--- config.mk ---
export PLATFORM = sky130hd
export DESIGN_NAME = text_ram_arbiter
export DESIGN_NICKNAME = d
export VERILOG_FILES = /design/src/rtl/text_ram_arbiter.sv
export SDC_FILE = /design/constraint.sdc
export NUM_CORES = 1
export LEC_CHECK = 0
export CORE_MARGIN = 2
export CORE_UTILIZATION = 49
export CTS_CLUSTER_SIZE = 8
export DETAILED_ROUTE_END_ITERATION = 16
export PLACE_DENSITY = 0.77
export SLEW_MARGIN = 20
export SYNTH_ARGS = -nofsm -noshare
export SYNTH_HDL_FRONTEND = slang
export SYNTH_SLANG_ARGS = --single-unit
--- constraint.sdc ---
create_clock -name clk -period 2.91 [get_ports clk]
set_input_delay 0.582 -clock clk [delete_from_list [all_inputs] [get_ports clk]]
set_output_delay 0.582 -clock clk [all_outputs]
set_load 0.01 [all_outputs]
--- src/rtl/text_ram_arbiter.sv ---
// Single-port text RAM scheduler: video character fetch has absolute priority,
// host writes are buffered in a small FIFO and drained on free cycles.
// Optional build macro TEXTARB_VBLANK_WRITE_EN: host writes drain only while vblank=1.
module text_ram_arbiter #(
  parameter int unsigned TEXT_COLS  = 100,
  parameter int unsigned TEXT_ROWS  = 60,
  parameter int unsigned ADDR_WIDTH = 13,
  parameter int unsigned DATA_WIDTH = 16,
  parameter int unsigned FIFO_DEPTH = 4
) (
  input  logic                  clk,
  input  logic                  reset,
  input  logic                  clk_load_char,
  input  logic [6:0]            xtext,
  input  logic [5:0]            ytext,
  input  logic                  vblank,
  input  logic                  host_valid,
  input  logic [ADDR_WIDTH-1:0] host_addr,
  input  logic [DATA_WIDTH-1:0] host_data,
  output logic                  host_ready,
  output logic                  host_addr_err,
  output logic [ADDR_WIDTH-1:0] ram_addr,
  output logic [DATA_WIDTH-1:0] ram_wdata,
  output logic                  ram_we,
  input  logic [DATA_WIDTH-1:0] ram_rdata,
  output logic [DATA_WIDTH-1:0] char_data,
  output logic                  char_valid
);

  localparam int unsigned PtrW     = $clog2(FIFO_DEPTH);
  localparam int unsigned CntW     = PtrW + 1;
  localparam int unsigned RamWords = TEXT_COLS * TEXT_ROWS;
  localparam int unsigned EntryW   = ADDR_WIDTH + DATA_WIDTH;

  typedef enum logic [1:0] {StIdle, StVideoRd, StHostWr} port_op_e;

  port_op_e              op_d;
  logic [EntryW-1:0]     fifo_q [FIFO_DEPTH];
  logic [PtrW-1:0]       wr_ptr_q, wr_ptr_d, rd_ptr_q, rd_ptr_d;
  logic [CntW-1:0]       count_q, count_d;
  logic                  host_ready_q, host_ready_d;
  logic                  addr_err_q, addr_err_d;
  logic [ADDR_WIDTH-1:0] ram_addr_q, ram_addr_d;
  logic [DATA_WIDTH-1:0] ram_wdata_q, ram_wdata_d;
  logic                  ram_we_q, ram_we_d;
  logic [1:0]            rd_pipe_q, rd_pipe_d;
  logic [DATA_WIDTH-1:0] char_data_q, char_data_d;
  logic                  char_valid_q, char_valid_d;

  logic                  push, addr_ok, store, pop, fifo_empty, drain_ok;
  logic [ADDR_WIDTH-1:0] video_addr;
  logic [EntryW-1:0]     head;

`ifdef TEXTARB_VBLANK_WRITE_EN
  assign drain_ok = vblank;
`else
  logic unused_vblank;
  assign unused_vblank = vblank;
  assign drain_ok      = 1'b1;
`endif

  // Out-of-range cells are not checked; the product simply truncates.
  assign video_addr = ADDR_WIDTH'(ADDR_WIDTH'(ytext) * ADDR_WIDTH'(TEXT_COLS))
                    + ADDR_WIDTH'(xtext);
  assign push       = host_valid && host_ready_q;
  assign addr_ok    = host_addr < ADDR_WIDTH'(RamWords);
  assign store      = push && addr_ok;
  assign fifo_empty = (count_q == '0);
  assign head       = fifo_q[rd_ptr_q];
  assign pop        = (op_d == StHostWr);

  // Port arbitration: strobe wins, otherwise drain the FIFO head if allowed.
  always_comb begin
    op_d = StIdle;
    if (clk_load_char) begin
      op_d = StVideoRd;
    end else if (!fifo_empty && drain_ok) begin
      op_d = StHostWr;
    end
  end

  // FIFO bookkeeping and host-side flags.
  always_comb begin
    wr_ptr_d = wr_ptr_q;
    rd_ptr_d = rd_ptr_q;
    count_d  = count_q;
    if (store) wr_ptr_d = wr_ptr_q + 1'b1;
    if (pop)   rd_ptr_d = rd_ptr_q + 1'b1;
    unique case ({store, pop})
      2'b10:   count_d = count_q + 1'b1;
      2'b01:   count_d = count_q - 1'b1;
      default: count_d = count_q;
    endcase
    host_ready_d = (count_d < CntW'(FIFO_DEPTH));
    addr_err_d   = push && !addr_ok;
  end

  // RAM port next-state and the read-return pipeline.
  always_comb begin
    ram_addr_d  = ram_addr_q;
    ram_wdata_d = ram_wdata_q;
    ram_we_d    = 1'b0;
    unique case (op_d)
      StVideoRd: ram_addr_d = video_addr;
      StHostWr: begin
        ram_addr_d  = head[EntryW-1:DATA_WIDTH];
        ram_wdata_d = head[DATA_WIDTH-1:0];
        ram_we_d    = 1'b1;
      end
      default: ;
    endcase
    // Bit 0: address on the port this cycle; bit 1: read data on ram_rdata.
    rd_pipe_d    = {rd_pipe_q[0], op_d == StVideoRd};
    char_valid_d = rd_pipe_q[1];
    char_data_d  = rd_pipe_q[1] ? ram_rdata : char_data_q;
  end

  // FIFO storage; contents are don't-care while count says empty.
  always_ff @(posedge clk) begin
    if (store) fifo_q[wr_ptr_q] <= {host_addr, host_data};
  end

  // State registers with synchronous reset.
  always_ff @(posedge clk) begin
    if (reset) begin
      wr_ptr_q     <= '0;
      rd_ptr_q     <= '0;
      count_q      <= '0;
      host_ready_q <= 1'b0;
      addr_err_q   <= 1'b0;
      ram_addr_q   <= '0;
      ram_wdata_q  <= '0;
      ram_we_q     <= 1'b0;
      rd_pipe_q    <= '0;
      char_data_q  <= '0;
      char_valid_q <= 1'b0;
    end else begin
      wr_ptr_q     <= wr_ptr_d;
      rd_ptr_q     <= rd_ptr_d;
      count_q      <= count_d;
      host_ready_q <= host_ready_d;
      addr_err_q   <= addr_err_d;
      ram_addr_q   <= ram_addr_d;
      ram_wdata_q  <= ram_wdata_d;
      ram_we_q     <= ram_we_d;
      rd_pipe_q    <= rd_pipe_d;
      char_data_q  <= char_data_d;
      char_valid_q <= char_valid_d;
    end
  end

  assign host_ready    = host_ready_q;
  assign host_addr_err = addr_err_q;
  assign ram_addr      = ram_addr_q;
  assign ram_wdata     = ram_wdata_q;
  assign ram_we        = ram_we_q;
  assign char_data     = char_data_q;
  assign char_valid    = char_valid_q;

endmodule
---- After elaboration in Yosys (flattened, before gate mapping) ----
Memories as Yosys holds them, arrays and structs flattened. A register that Yosys moved wholly into a read port is not among the register bits.
Index checks and enable logic that the tools add are counted.
storage, ports and cells
  bits in registers ....................... 58
  memory bits (writable) .................. 116
  input bits .............................. 63
  word-level logic and storage cells ...... 39
  memories kept ........................... 1
cells by class
  $add $sub $neg .......................... 5
  multipliers ............................. 1
  magnitude comparators ................... 2
  equality and inequality tests ........... 4
  mux-type cells .......................... 9
  reductions and logical operators ........ 6
memory list
  name    words  bits a word  rd ports  clocked after Yosys merged registers in  wr ports  RTL line  RTL
  fifo_q  4      29           1         1                                        1         38        logic [EntryW-1:0] fifo_q [FIFO_DEPTH];
operators with widths
  operator                                              number
  one-hot mux 13 bit (2 select lines)                   1
  adder 13 x 7 -> 13 bit                                1
  less-than comparator 13 bit (second input constant)   1
  multiplier 6 x 5 -> 11 bit (second input constant)    1
  2-to-1 mux 2 bit                                      4
  one-hot mux 3 bit (2 select lines)                    1
  adder 2 x 1 -> 2 bit (second input constant)          2
  equality test 2 x 1 -> 1 bit (second input constant)  2
  equality test 2 bit (second input constant)           2
  adder 3 x 1 -> 3 bit (second input constant)          1
  logical AND 1 bit                                     3
  zero test 3 bit                                       1
  less-than comparator 3 bit (second input constant)    1
  2-to-1 mux 1 bit                                      3
  subtractor 3 x 1 -> 3 bit (second input constant)     1
  nonzero test 2 bit                                    1
  zero test 1 bit                                       1

---- Depth between registers and ports, before layout ----
  word-level depth ........................ 7
  depth in mapped cells ................... 12
  gate-level depth less buffers ........... 12

---- Least setup slack after synthesis ----
OpenSTA, ideal clock, no wires.
  kind .................................... input -> register
  start ................................... input ytext[1]
  end ..................................... register ram_addr_q[11], in the netlist ram_addr[11]
  library setup time ...................... 0.086 ns
  arrival ................................. 2.950 ns
  required time ........................... 2.824 ns
  path slack .............................. -0.126 ns
  cell stages on the path ................. 11
  path through ............................ ha_1 -> ha_1 -> ha_1 -> inv_1 -> fa_1 -> nand2b_1 -> a21oi_2 -> xor2_1 -> nor3b_1 -> xnor2_1 -> a211oi_1
on the way
  word-level cells in the longest chain between the ends .. 3
RTL lines
  what                                 RTL line  RTL
  start, declared                      15        input logic [5:0] ytext,
  multiplier 6 x 5 -> 11 bit           63        assign video_addr = ADDR_WIDTH'(ADDR_WIDTH'(ytext) * ADDR_WIDTH'(TEXT_COLS))
  adder 13 x 7 -> 13 bit               64        + ADDR_WIDTH'(xtext);
  one-hot mux 13 bit (2 select lines)  103       unique case (op_d)
  end signal, assigned                 143       ram_addr_q <= ram_addr_d;
  end, declared                        43        logic [ADDR_WIDTH-1:0] ram_addr_q, ram_addr_d;
Every way passes these cells.
A chain may end at the register's enable or synchronous reset.

---- Worst setup path in the final report ----
  start ................................... input ytext[5]
  end ..................................... register ram_addr_q[12], in the netlist ram_addr[12]
Same word-level chain as after synthesis.

==> results_dict.tcl <==
set metrics [dict create \
    p_leak_uw 0.00346 \
    dieArea_um2 15800 \
    syn_inst 492 \
    htreeDepth 4 \
    vias 4534 \
    worstPathRequired_ns 3.19 \
    period_needed_ns 2.90 \
    synth_top_area_share 0.480 \
    hpwlAfterDp_um 10200 \
    cts_hold_buf 0 \
    path_clk_slew_ns 0.07 \
    coreArea_um2 14500 \
    drt-wirelength-per-cell_um 17.7 \
    cts_tree "yes" \
    clkLatencyLatePin_ns 0.42 \
    cts.path.max_buffers 2 \
    fin_tns_setup_ns 0 \
    grt.total_usage 0.198 \
    synth_edf_count 116 \
    hold_end "ram_wdata[8]$_SDFFE_PP0P_" \
    finClkSkew_ns 0.00677 \
    finalCritPeriodShare 0.996 \
    cts.sinks 176 \
    grt_pass1_wl_um 24700 \
    slew_viol_final 0 \
    antenna_left 0 \
    yosysUniqueCellTypes 43 \
    rows 44 \
    async_flop_share 0 \
    fin_hold_ws_ns 0.455 \
    status "finished, final reports clean" \
    endpoint_kind "flip-flop" \
    ir_drop_uv 485 \
    relSlewSlack 0.354 \
    startpoint_type "input port" \
    setup_violations 0 \
    wirelength_um 15100 \
    cp_max_fo 5 \
    fmax_mhz 345 \
    hold_depth 2 \
    rsz0062_at_grt "yes" \
    drive_gt1_frac 0.239 \
    start_util 0.501 \
    first_pass_iters 4 \
    grt_max_degree 44 \
    synthesis.nets 591 \
    cap_violations 0 \
    routed_via_density 5.31 \
    path_class "input port to flip-flop" \
    synth-seq-cells 176 \
    cts-root-buf "clkbuf_16" \
    tightestPinTransition_ns 0.967 \
    hold_start "ram_wdata[8]$_SDFFE_PP0P_" \
    port_buffers 110 \
    syn_area_um2 7260 \
    finalHoldViolations 0 \
    numCtsBuffers 17 \
    yosysTopAreaCell "edfxtp_1" \
    grt_pass1_vias 4929 \
    yosysWarnings 0 \
    synthToLayoutAreaGrowth_pct 35.3 \
    drc 0 \
    synth_ff_type "edfxtp_1" \
    synth.area.top_cells "edfxtp_1 (48%), dfxtp_1 (17%), mux4_2 (9.0%)" \
    p_per_area_nw_per_um2 722 \
    p_total_uw 7090 \
    setup_ws_ns 0.0122 \
    r2r_cells 4 \
    die_h_um 126 \
    place.gp.congestion 0.799 \
    rrSetupSlack_ns 0.86 \
    n_antenna_cell 0 \
    antenna_found_initial 0 \
    first_iter_violations 327 \
    rr_endpoint "ram_addr[7]$_SDFFE_PP0P_" \
    nNetsFinal 756 \
    pre_cts_slack_ns -0.679 \
    arrival_ns 3.18 \
    grt_overflow 0 \
    n_fill_cell 1013 \
    hp-class "flip-flop to flip-flop" \
    syn_avg_cell_area_um2 14.8 \
    die_w_um 126 \
    pin_count 112 \
    ys_seq_area_frac 0.645 \
]
==> final cells by class <==
| cell class | instances | area [µm²] | area share |
|---|---|---|---|
| sequential | 176 | 4690 | 0.477 |
| multi-input combinational | 279 | 2710 | 0.276 |
| timing repair buffer | 169 | 1580 | 0.161 |
| clock buffer | 19 | 433 | 0.0441 |
| tap | 184 | 230 | 0.0234 |
| clock inverter | 13 | 129 | 0.0131 |
| inverter | 14 | 52.6 | 0.00535 |
==> worst max-delay path, cell delays in order <==
cell and delay (ns):
clkdlybuf4s50_1 0.43, ha_1 0.30, inv_2 0.04, ha_4 0.14, ha_1 0.30, ha_4 0.25
or4b_4 0.53, o2111ai_2 0.12, and4bb_1 0.26, xnor2_1 0.15, o31ai_2 0.08
==> cell usage after synthesis, types with 2 or more instances <==
cell type  count
mux4_2        29
nor3_1         3
a21oi_1       25
edfxtp_1     116
or3_1          3
a311oi_1       2
buf_2          5
ha_1          33
nor2b_1       12
o21ai_0        6
nand3_1        2
dfxtp_1       60
mux2i_1       24
xor2_1         9
nor2_1        45
a211oi_1      16
fa_1           3
nand2_1       36
inv_1         13
o211ai_1       2
buf_4          2
clkbuf_1      14
o21bai_1       2
buf_1          2
xnor2_1        7
and2_1         4
==> repair_timing <==
item | in CTS | in global routing
cloned | 0 | 0
endpoints found under the setup margin | 6 | 5
pin swaps | 9 | 8
buffers inserted | 2 | 1
gates resized for setup | 15 | 14
==> routing by layer <==
metal / up-vias / global-route usage / wire, µm
li1: 2166 / - / -
met1: 2226 / 0.250 / 6280
met2: 130 / 0.339 / 7850
met3: 12 / 0.0510 / 813
met4: 0 / 0.0640 / 163
met5: - / 0 / 0
==> state kept, by name (all words and copies together) (netlist names), named ones only <==
name           flops
char_data         16
char_valid         1
count_q            3
fifo_q           116
host_addr_err      1
host_ready         1
ram_addr          13
ram_wdata         16
ram_we             1
rd_pipe_q          2
rd_ptr_q           2
wr_ptr_q           2
==> report_power, final <==
group | total, µW | internal (µW) | switching, µW
registers | 3070 | 2870 | 191
clock network | 2160 | 1190 | 960
logic | 1870 | 1040 | 823
total | 7090 | 5110 | 1970
==> metrics by stage <==
| stage | cell area (µm²) | cells | util |
|---|---|---|---|
| final | 9820 | 854 | 0.678 |
| after global routing | 9820 | 854 | 0.678 |
| after CTS | 9760 | 853 | 0.674 |
| after detailed placement | 9120 | 819 | 0.630 |
| after global placement | 9120 | 819 | 0.630 |
| after floorplan | 7420 | 492 | - |
==> worst max-delay path by stage <==
stage             start                   endpoint  slack, ns  cells after the start
4_1_cts        ytext[2]  ram_addr[12]$_SDFFE_PP0P_       0.02                     12
5_1_grt        ytext[5]  ram_addr[12]$_SDFFE_PP0P_      -0.06                     11
6_report       ytext[5]  ram_addr[12]$_SDFFE_PP0P_       0.01                     11
3_3_place_gp   ytext[1]  ram_addr[12]$_SDFFE_PP0P_      -0.61                     11
2_1_floorplan  ytext[3]  ram_addr[12]$_SDFFE_PP0P_      0.004                     10
3_5_place_dp   ytext[1]  ram_addr[12]$_SDFFE_PP0P_      -0.68                     11
==> kinds of logic after synthesis <==
family / share of synthesized area
simple gates: 0.0689
xor+xnor: 0.0193
buf+inv: 0.0210
compound gates: 0.0574
fa+ha+maj: 0.0651
flops: 0.645
mux: 0.123
==> cells in the final DEF, fill, tap and decap left out, types with 4 or more instances in the layout <==
| master | synthesis | routed |
|---|---|---|
| a211oi_1 | 16 | 16 |
| a21oi_1 | 25 | 23 |
| and2_1 | 4 | 4 |
| buf_12 | 0 | 4 |
| buf_4 | 2 | 54 |
| clkbuf_16 | 0 | 17 |
| clkdlybuf4s50_1 | 0 | 104 |
| clkinvlp_4 | 0 | 4 |
| dfxtp_1 | 60 | 59 |
| edfxtp_1 | 116 | 116 |
| ha_1 | 33 | 15 |
| ha_4 | 0 | 18 |
| inv_1 | 13 | 12 |
| inv_6 | 0 | 4 |
| mux2i_1 | 24 | 24 |
| mux4_2 | 29 | 29 |
| nand2_1 | 36 | 36 |
| nor2_1 | 45 | 44 |
| nor2b_1 | 12 | 11 |
| o21ai_0 | 6 | 5 |
| xnor2_1 | 7 | 7 |
| xor2_1 | 9 | 7 |
(Power assumes the default switching activity.)
